===== config.mk =====
export PLATFORM = sky130hd
export DESIGN_NAME = power_up_sequencer
export DESIGN_NICKNAME = d
export VERILOG_FILES = /design/src/rtl/g15_pwr_pkg.sv /design/src/rtl/power_up_sequencer.sv
export SDC_FILE = /design/constraint.sdc
export NUM_CORES = 1
export LEC_CHECK = 0
export ABC_AREA = 1
export CORE_MARGIN = 2
export CORE_UTILIZATION = 57
export DETAILED_ROUTE_END_ITERATION = 12
export MAX_ROUTING_LAYER = met4
export PLACE_DENSITY_LB_ADDON = 0.25
export SLEW_MARGIN = 20
export SYNTH_ARGS = -nofsm -noshare
export SYNTH_HDL_FRONTEND = slang
export SYNTH_SLANG_ARGS = --single-unit

===== constraint.sdc =====
create_clock -name clk -period 2.67 [get_ports clk]
set_input_delay 0.534 -clock clk [delete_from_list [all_inputs] [get_ports clk]]
set_output_delay 0.534 -clock clk [all_outputs]
set_load 0.01 [all_outputs]

===== src/rtl/g15_pwr_pkg.sv =====
// Shared types for the G-15 power-up sequencer: state encoding (stable for debug
// readout on state_o) and small state-classification helpers.
package g15_pwr_pkg;

    typedef enum logic [3:0] {
        ST_IDLE       = 4'd0,
        ST_CLEAR      = 4'd1,
        ST_NOOP_LEAD  = 4'd2,
        ST_OP         = 4'd3,
        ST_NOOP_TRAIL = 4'd4,
        ST_SET_TT     = 4'd5,
        ST_ATS_TT     = 4'd6,
        ST_WAIT_TT    = 4'd7,
        ST_SET_NT     = 4'd8,
        ST_NT         = 4'd9,
        ST_SET_LD     = 4'd10,
        ST_ATS_LD     = 4'd11,
        ST_WAIT_LD    = 4'd12,
        ST_SET_GO     = 4'd13,
        ST_RUN        = 4'd14,
        ST_FAULT      = 4'd15
    } pwr_state_t;

    function automatic logic is_timed(pwr_state_t s);
        case (s)
            ST_CLEAR, ST_NOOP_LEAD, ST_OP, ST_NOOP_TRAIL,
            ST_SET_TT, ST_ATS_TT, ST_SET_NT, ST_NT,
            ST_SET_LD, ST_ATS_LD, ST_SET_GO: return 1'b1;
            default:                         return 1'b0;
        endcase
    endfunction

    function automatic logic is_wait(pwr_state_t s);
        return (s == ST_WAIT_TT) || (s == ST_WAIT_LD);
    endfunction

    function automatic logic is_ats(pwr_state_t s);
        return (s == ST_ATS_TT) || (s == ST_ATS_LD);
    endfunction

    function automatic logic is_busy(pwr_state_t s);
        return !((s == ST_IDLE) || (s == ST_RUN) || (s == ST_FAULT));
    endfunction

endpackage


===== src/rtl/power_up_sequencer.sv =====
// Cold-start sequencer for the G-15 core: walks CLEAR, OP/~OP, ATS, NT and GO through
// their timed steps in 1 ms ticks, waiting on tape read-in between loader steps.
module power_up_sequencer
    import g15_pwr_pkg::*;
#(
    parameter int CLEAR_TICKS        = 150,
    parameter int NOOP_LEAD_TICKS    = 30,
    parameter int OP_TICKS           = 60,
    parameter int NOOP_TRAIL_TICKS   = 30,
    parameter int SETTLE_TICKS       = 120,
    parameter int ATS_TICKS          = 30,
    parameter int NT_TICKS           = 120,
    parameter int LOAD_BLOCKS        = 1,
    parameter int TAPE_TIMEOUT_TICKS = 0,
    parameter int CNT_W              = 16
) (
    input  logic       clk,
    input  logic       rst,
    input  logic       tick,
    input  logic       start,
    input  logic       en_nt,
    input  logic       wait_for_tape,
    output logic       pwr_clear,
    output logic       pwr_no_clear,
    output logic       pwr_op,
    output logic       pwr_no_op,
    output logic       pwr_ats,
    output logic       pwr_nt,
    output logic       sw_go,
    output logic       busy,
    output logic       done,
    output logic       error,
    output logic [3:0] state_o
);

    localparam int BLK_W = (LOAD_BLOCKS > 0) ? $clog2(LOAD_BLOCKS + 1) : 1;

    if ((CLEAR_TICKS == 0) || (NOOP_LEAD_TICKS == 0) || (OP_TICKS == 0) ||
        (NOOP_TRAIL_TICKS == 0) || (SETTLE_TICKS == 0) || (ATS_TICKS == 0) ||
        (NT_TICKS == 0)) begin : g_bad_ticks
        $error("power_up_sequencer: every step duration must be at least one tick");
    end

    pwr_state_t       state_r;
    pwr_state_t       state_next_s;
    pwr_state_t       after_tt_s;
    pwr_state_t       after_nt_s;
    logic [CNT_W-1:0] cnt_r;
    logic [BLK_W-1:0] blk_cnt_r;
    logic             en_nt_r;
    logic             wft_r;
    logic             fall_latched_r;
    logic             fall_s;
    logic             tape_s;
    logic             expire_s;
    logic             timeout_s;
    logic             more_blocks_s;
    logic             enter_s;
    logic             launch_s;
    logic             counting_s;

    logic pwr_clear_s, pwr_op_s, pwr_no_op_s, pwr_ats_s, pwr_nt_s;
    logic sw_go_s, busy_s, done_s, error_s;
    logic pwr_clear_r, pwr_op_r, pwr_no_op_r, pwr_ats_r, pwr_nt_r;
    logic sw_go_r, busy_r, done_r, error_r;
    logic [3:0] state_o_r;

    function automatic logic [CNT_W-1:0] load_value(pwr_state_t s);
        case (s)
            ST_CLEAR:      return CNT_W'(CLEAR_TICKS - 1);
            ST_NOOP_LEAD:  return CNT_W'(NOOP_LEAD_TICKS - 1);
            ST_OP:         return CNT_W'(OP_TICKS - 1);
            ST_NOOP_TRAIL: return CNT_W'(NOOP_TRAIL_TICKS - 1);
            ST_SET_TT, ST_SET_NT, ST_SET_LD, ST_SET_GO:
                           return CNT_W'(SETTLE_TICKS - 1);
            ST_ATS_TT, ST_ATS_LD:
                           return CNT_W'(ATS_TICKS - 1);
            ST_NT:         return CNT_W'(NT_TICKS - 1);
            ST_WAIT_TT, ST_WAIT_LD:
                           return (TAPE_TIMEOUT_TICKS > 0) ? CNT_W'(TAPE_TIMEOUT_TICKS - 1)
                                                           : {CNT_W{1'b0}};
            default:       return {CNT_W{1'b0}};
        endcase
    endfunction

    // A fall caught during the ATS pulse stands in for a fall seen while waiting.
    assign fall_s        = wft_r & ~wait_for_tape;
    assign tape_s        = fall_s | fall_latched_r;
    assign expire_s      = tick & (cnt_r == {CNT_W{1'b0}});
    assign timeout_s     = (TAPE_TIMEOUT_TICKS > 0) & expire_s;
    assign more_blocks_s = ((32'(blk_cnt_r) + 32'd1) < 32'(LOAD_BLOCKS));
    assign launch_s      = start & ((state_r == ST_IDLE) | (state_r == ST_FAULT));
    assign enter_s       = (state_next_s != state_r);
    assign counting_s    = is_timed(state_r) | is_wait(state_r);
    assign after_nt_s    = (LOAD_BLOCKS > 0) ? ST_SET_LD : ST_SET_GO;
    assign after_tt_s    = en_nt_r ? ST_SET_NT : after_nt_s;

    // State register plus step counter, block counter and tape edge detector.
    always_ff @(posedge clk) begin
        if (rst) begin
            state_r        <= ST_IDLE;
            cnt_r          <= {CNT_W{1'b0}};
            blk_cnt_r      <= {BLK_W{1'b0}};
            en_nt_r        <= 1'b0;
            wft_r          <= 1'b0;
            fall_latched_r <= 1'b0;
        end else begin
            state_r <= state_next_s;
            wft_r   <= wait_for_tape;
            if (enter_s) begin
                cnt_r <= load_value(state_next_s);
            end else if (tick && counting_s && (cnt_r != {CNT_W{1'b0}})) begin
                cnt_r <= cnt_r - CNT_W'(1);
            end
            if (launch_s) begin
                en_nt_r   <= en_nt;
                blk_cnt_r <= {BLK_W{1'b0}};
            end else if ((state_r == ST_WAIT_LD) && tape_s) begin
                blk_cnt_r <= blk_cnt_r + BLK_W'(1);
            end
            if (enter_s && is_ats(state_next_s)) begin
                fall_latched_r <= 1'b0;
            end else if (is_ats(state_r) && fall_s) begin
                fall_latched_r <= 1'b1;
            end else if (is_wait(state_r) && tape_s) begin
                fall_latched_r <= 1'b0;
            end
        end
    end

    // Next-state selection.
    always_comb begin
        state_next_s = state_r;
        case (state_r)
            ST_IDLE, ST_FAULT: begin
                if (start) state_next_s = ST_CLEAR;
                else       state_next_s = state_r;
            end
            ST_CLEAR: begin
                if (expire_s) state_next_s = ST_NOOP_LEAD;
                else          state_next_s = state_r;
            end
            ST_NOOP_LEAD: begin
                if (expire_s) state_next_s = ST_OP;
                else          state_next_s = state_r;
            end
            ST_OP: begin
                if (expire_s) state_next_s = ST_NOOP_TRAIL;
                else          state_next_s = state_r;
            end
            ST_NOOP_TRAIL: begin
                if (expire_s) state_next_s = ST_SET_TT;
                else          state_next_s = state_r;
            end
            ST_SET_TT: begin
                if (expire_s) state_next_s = ST_ATS_TT;
                else          state_next_s = state_r;
            end
            ST_ATS_TT: begin
                if (expire_s) state_next_s = ST_WAIT_TT;
                else          state_next_s = state_r;
            end
            ST_WAIT_TT: begin
                if (tape_s)         state_next_s = after_tt_s;
                else if (timeout_s) state_next_s = ST_FAULT;
                else                state_next_s = state_r;
            end
            ST_SET_NT: begin
                if (expire_s) state_next_s = ST_NT;
                else          state_next_s = state_r;
            end
            ST_NT: begin
                if (expire_s) state_next_s = after_nt_s;
                else          state_next_s = state_r;
            end
            ST_SET_LD: begin
                if (expire_s) state_next_s = ST_ATS_LD;
                else          state_next_s = state_r;
            end
            ST_ATS_LD: begin
                if (expire_s) state_next_s = ST_WAIT_LD;
                else          state_next_s = state_r;
            end
            ST_WAIT_LD: begin
                if (tape_s)         state_next_s = more_blocks_s ? ST_SET_LD : ST_SET_GO;
                else if (timeout_s) state_next_s = ST_FAULT;
                else                state_next_s = state_r;
            end
            ST_SET_GO: begin
                if (expire_s) state_next_s = ST_RUN;
                else          state_next_s = state_r;
            end
            ST_RUN:  state_next_s = ST_RUN;
            default: state_next_s = ST_IDLE;
        endcase
    end

    // Output decode from the upcoming state so the registered outputs track state_r.
    always_comb begin
        pwr_clear_s = 1'b0;
        pwr_op_s    = 1'b0;
        pwr_no_op_s = 1'b1;
        pwr_ats_s   = 1'b0;
        pwr_nt_s    = 1'b0;
        sw_go_s     = 1'b0;
        done_s      = 1'b0;
        error_s     = 1'b0;
        busy_s      = is_busy(state_next_s);
        case (state_next_s)
            ST_CLEAR:      pwr_clear_s = 1'b1;
            ST_NOOP_LEAD:  pwr_no_op_s = 1'b0;
            ST_OP: begin
                pwr_no_op_s = 1'b0;
                pwr_op_s    = 1'b1;
            end
            ST_NOOP_TRAIL: pwr_no_op_s = 1'b0;
            ST_ATS_TT, ST_ATS_LD: pwr_ats_s = 1'b1;
            ST_NT:         pwr_nt_s = 1'b1;
            ST_RUN: begin
                sw_go_s = 1'b1;
                done_s  = 1'b1;
            end
            ST_FAULT:      error_s = 1'b1;
            default:       pwr_no_op_s = 1'b1;
        endcase
    end

    // Output registers.
    always_ff @(posedge clk) begin
        if (rst) begin
            pwr_clear_r <= 1'b0;
            pwr_op_r    <= 1'b0;
            pwr_no_op_r <= 1'b1;
            pwr_ats_r   <= 1'b0;
            pwr_nt_r    <= 1'b0;
            sw_go_r     <= 1'b0;
            busy_r      <= 1'b0;
            done_r      <= 1'b0;
            error_r     <= 1'b0;
            state_o_r   <= ST_IDLE;
        end else begin
            pwr_clear_r <= pwr_clear_s;
            pwr_op_r    <= pwr_op_s;
            pwr_no_op_r <= pwr_no_op_s;
            pwr_ats_r   <= pwr_ats_s;
            pwr_nt_r    <= pwr_nt_s;
            sw_go_r     <= sw_go_s;
            busy_r      <= busy_s;
            done_r      <= done_s;
            error_r     <= error_s;
            state_o_r   <= state_next_s;
        end
    end

    assign pwr_clear    = pwr_clear_r;
    assign pwr_no_clear = 1'b1;
    assign pwr_op       = pwr_op_r;
    assign pwr_no_op    = pwr_no_op_r;
    assign pwr_ats      = pwr_ats_r;
    assign pwr_nt       = pwr_nt_r;
    assign sw_go        = sw_go_r;
    assign busy         = busy_r;
    assign done         = done_r;
    assign error        = error_r;
    assign state_o      = state_o_r;

endmodule


==> results.md <==
- Outcome: completed
- Worst-path clk slew: 60 ps
- Netlist cell types: 40
- Layout cells sized above 1: 15.6%
- CTS sink cnt: 32
- Sequential area share after synthesis: 30.6%
- Final Max Tran Viols: 0
- Cells after DPL: 361
- Hold Buf Count CTS: 0
- First-pass GRT wire length: 7820 um
- Share of power burned in registers: 24.3%
- Total number of vias: 1907
- CTS max path bufs: 2
- Number of max-cap violations: 0
- Worst min path class: reg2reg
- Syn nets: 305
- Postcts setup bufs: 0
- Max VDD drop: 0.692 mV
- Post-Synthesis Cells: 291
- Worst-Skew Late Latency: 290 ps
- Clk network pwr share: 13.9%
- EDFF count, synth: 0
- Layout Utilization: 68.5%
- Core box area: 3610 um^2
- Syn. warnings: 0
- Port Buffers: 18
- CTS tree: built
- Initial antenna violation count: 0
- Ant. Diodes: 0
- Logic pwr share: 61.8%
- Effective utilization at floorplan: 58.1%
- Row count: 22
- Largest area contributor in the netlist: dfxtp_1
- WP data arrival: 2570 ps
- Vias per Instance: 5.17
- Data required, critical path: 2840 ps
- Min Tclk post-route: 2390 ps
- Startpoint types: primary input
- PD cells: 1130 nW/um^2
- Ys async rst share: 0%
- Crit Path Category: in2reg
- Die height: 64.6 um
- Clk_skew: 11.3 ps
- Net Switching: 1320 uW
- Die Width: 64.6 um
- Final hold viol count: 0
- Setup crit end kind: flop
- Critical path launch point: wait_for_tape
- Hold Crit Start: en_nt_r
- Filler cells: 320
- Syn Area/Cell: 7.20 um^2
- Largest net degree at the start of global routing: 13
- Clock Root Buffer: clkbuf_8
- Final Power: 2780 uW
- Setup TNS: 0 ps
- Gp weighted congestion: 0.991
- Main synth FF type: dfxtp_1
- Synth Register Bits: 32
- DRC viols: 0
- Area Growth Syn to Fin: 17.9%
- Post-DP Area: 2370 um^2
- H-tree Lvls: 2
- Max Freq: 418 MHz
- Crit Path Max Fanout: 4
- GRT Residual Overflow: 0
- Fin cells: 369
- DIE AREA: 4180 um^2
- Final WL: 4440 um
- Vias in the first global route: 1727
- Top cells by area, synth: dfxtp_1 (31%), nand2_1 (10%), nor2_1 (9.7%), inv_1 (5.6%), ha_1 (4.8%)
- Post-detail-place hpwl: 3360 um
- DR pass1 iterations: 4
- Sw frac: 47.5%
- Post-CTS Resized: 0
- Layout net count: 334
- Drt wl/cell: 12.0 um
- Routed Antenna Nets: 0
- Leakage: 0.00113 uW
- IO Count: 20
- Initial DRC count: 198
- Clock buffer count from CTS: 5
- Final Setup Violations: 0
- Finished Cell Area: 2470 um^2
- Period Utilization, post-route: 89.6%
- Int Pwr: 1460 uW
- Post-synth top area share: 30.6%
- R2r startpoint: state_o[2]
- RSZ-0062 raised after global routing: false
- GRT Total Usage: 24.7%
- Mapped Area: 2100 um^2
-- cell usage after synthesis, types with 3 or more instances --
master	number
a21oi_1	8
dfxtp_1	32
ha_1	8
inv_1	31
nand2_1	58
nand2_2	3
nand2_4	5
nand3_1	13
nand3_4	3
nand4_1	9
nor2_1	54
nor2_2	3
nor2_4	4
nor3_1	9
o21ai_0	10
xnor2_1	5
xor2_1	7
-- per-layer routing --
metal	routed length [um]	global-route usage [%]	up-vias
met1	2180	33.4	872
met2	1970	37.0	38
met3	218	4.69	4
met5	0	-	-
met4	70	8.78	0
li1	-	-	993
-- cells in the final DEF, fill, tap and decap left out, types with 4 or more instances in the layout --
master	instances
xor2_1	7
nand2_1	58
clkbuf_8	6
ha_1	7
nor3_1	9
nand2_4	5
nor2_1	53
nand3_1	13
a21oi_1	8
clkdlybuf4s50_1	18
nand4_1	9
nor2_2	4
inv_1	30
nor2_4	4
o21ai_0	10
xnor2_1	5
buf_4	8
dfxtp_1	32
-- sequential cells by signal, indices dropped and copies added (netlist names), named ones only --
signal and flops:
en_nt_r 1, fall_latched_r 1, pwr_ats 1, wft_r 1, pwr_nt 1, cnt_r 16
pwr_no_op 1, error 1, pwr_clear 1, done 1, pwr_op 1, busy 1
state_o 4
-- worst paths after layout --
kind / depth (start not counted) / end / slack [ps]
worst max-delay path: 20 / cnt_r[2] / 280
worst min-delay path: 2 / en_nt_r / 500
worst max register to register: 14 / cnt_r[2] / 370
worst min register to register: 2 / en_nt_r / 500
-- cell families after synthesis --
logic type / after synthesis / synth area share, %
AO/OA/AOI/OAI: 27 / 7.76
XOR/XNOR: 12 / 5.01
adder cells (fa/ha/maj): 8 / 4.78
buffers and inverters: 39 / 7.46
flip-flops: 32 / 30.6
other: 1 / 0.179
AND/OR/NAND/NOR: 172 / 44.2
-- critical path, stage by stage --
cell and delay (ps):
clkdlybuf4s50_1 390, inv_1 60, nand2_1 60, nand2_1 150, inv_1 80, nand2_1 60
nand2_1 50, nor2_1 80, nand3_1 100, nand2_1 110, inv_1 90, ha_1 210
inv_1 70, nand2_1 80, nand2_1 100, nand3_1 80, nand2_1 60, nand2_1 50
nor2_1 100, nor2_1 40
-- metrics by stage --
step	hold slack (ps)	setup slack, ps
floorplan	446	425
global placement	479	3.68
detailed placement	486	-0.943
CTS	495	266
global route	548	16.7
finish	497	277
-- layout make-up --
class	count	area, um^2	share of cell area, %
Timing Repair Buffer	26	240	9.73
Tap cell	48	60.1	2.43
Clock buffer	6	82.6	3.34
Clock inverter	2	10.0	0.405
Sequential cell	32	641	25.9
Inverter	35	133	5.37
Multi-Input combinational cell	220	1300	52.8
-- power groups by stage --
stage                     combinational, uW  clock, uW  sequential, uW
after floorplan                        1250          0             682
after global placement                 1680          0             685
after detailed placement               1690          0             684
after CTS                              1710        393             674
after global routing                   1960        418             689
final                                  1720        386             677
No activity file was read; power rests on OpenSTA's default activity.
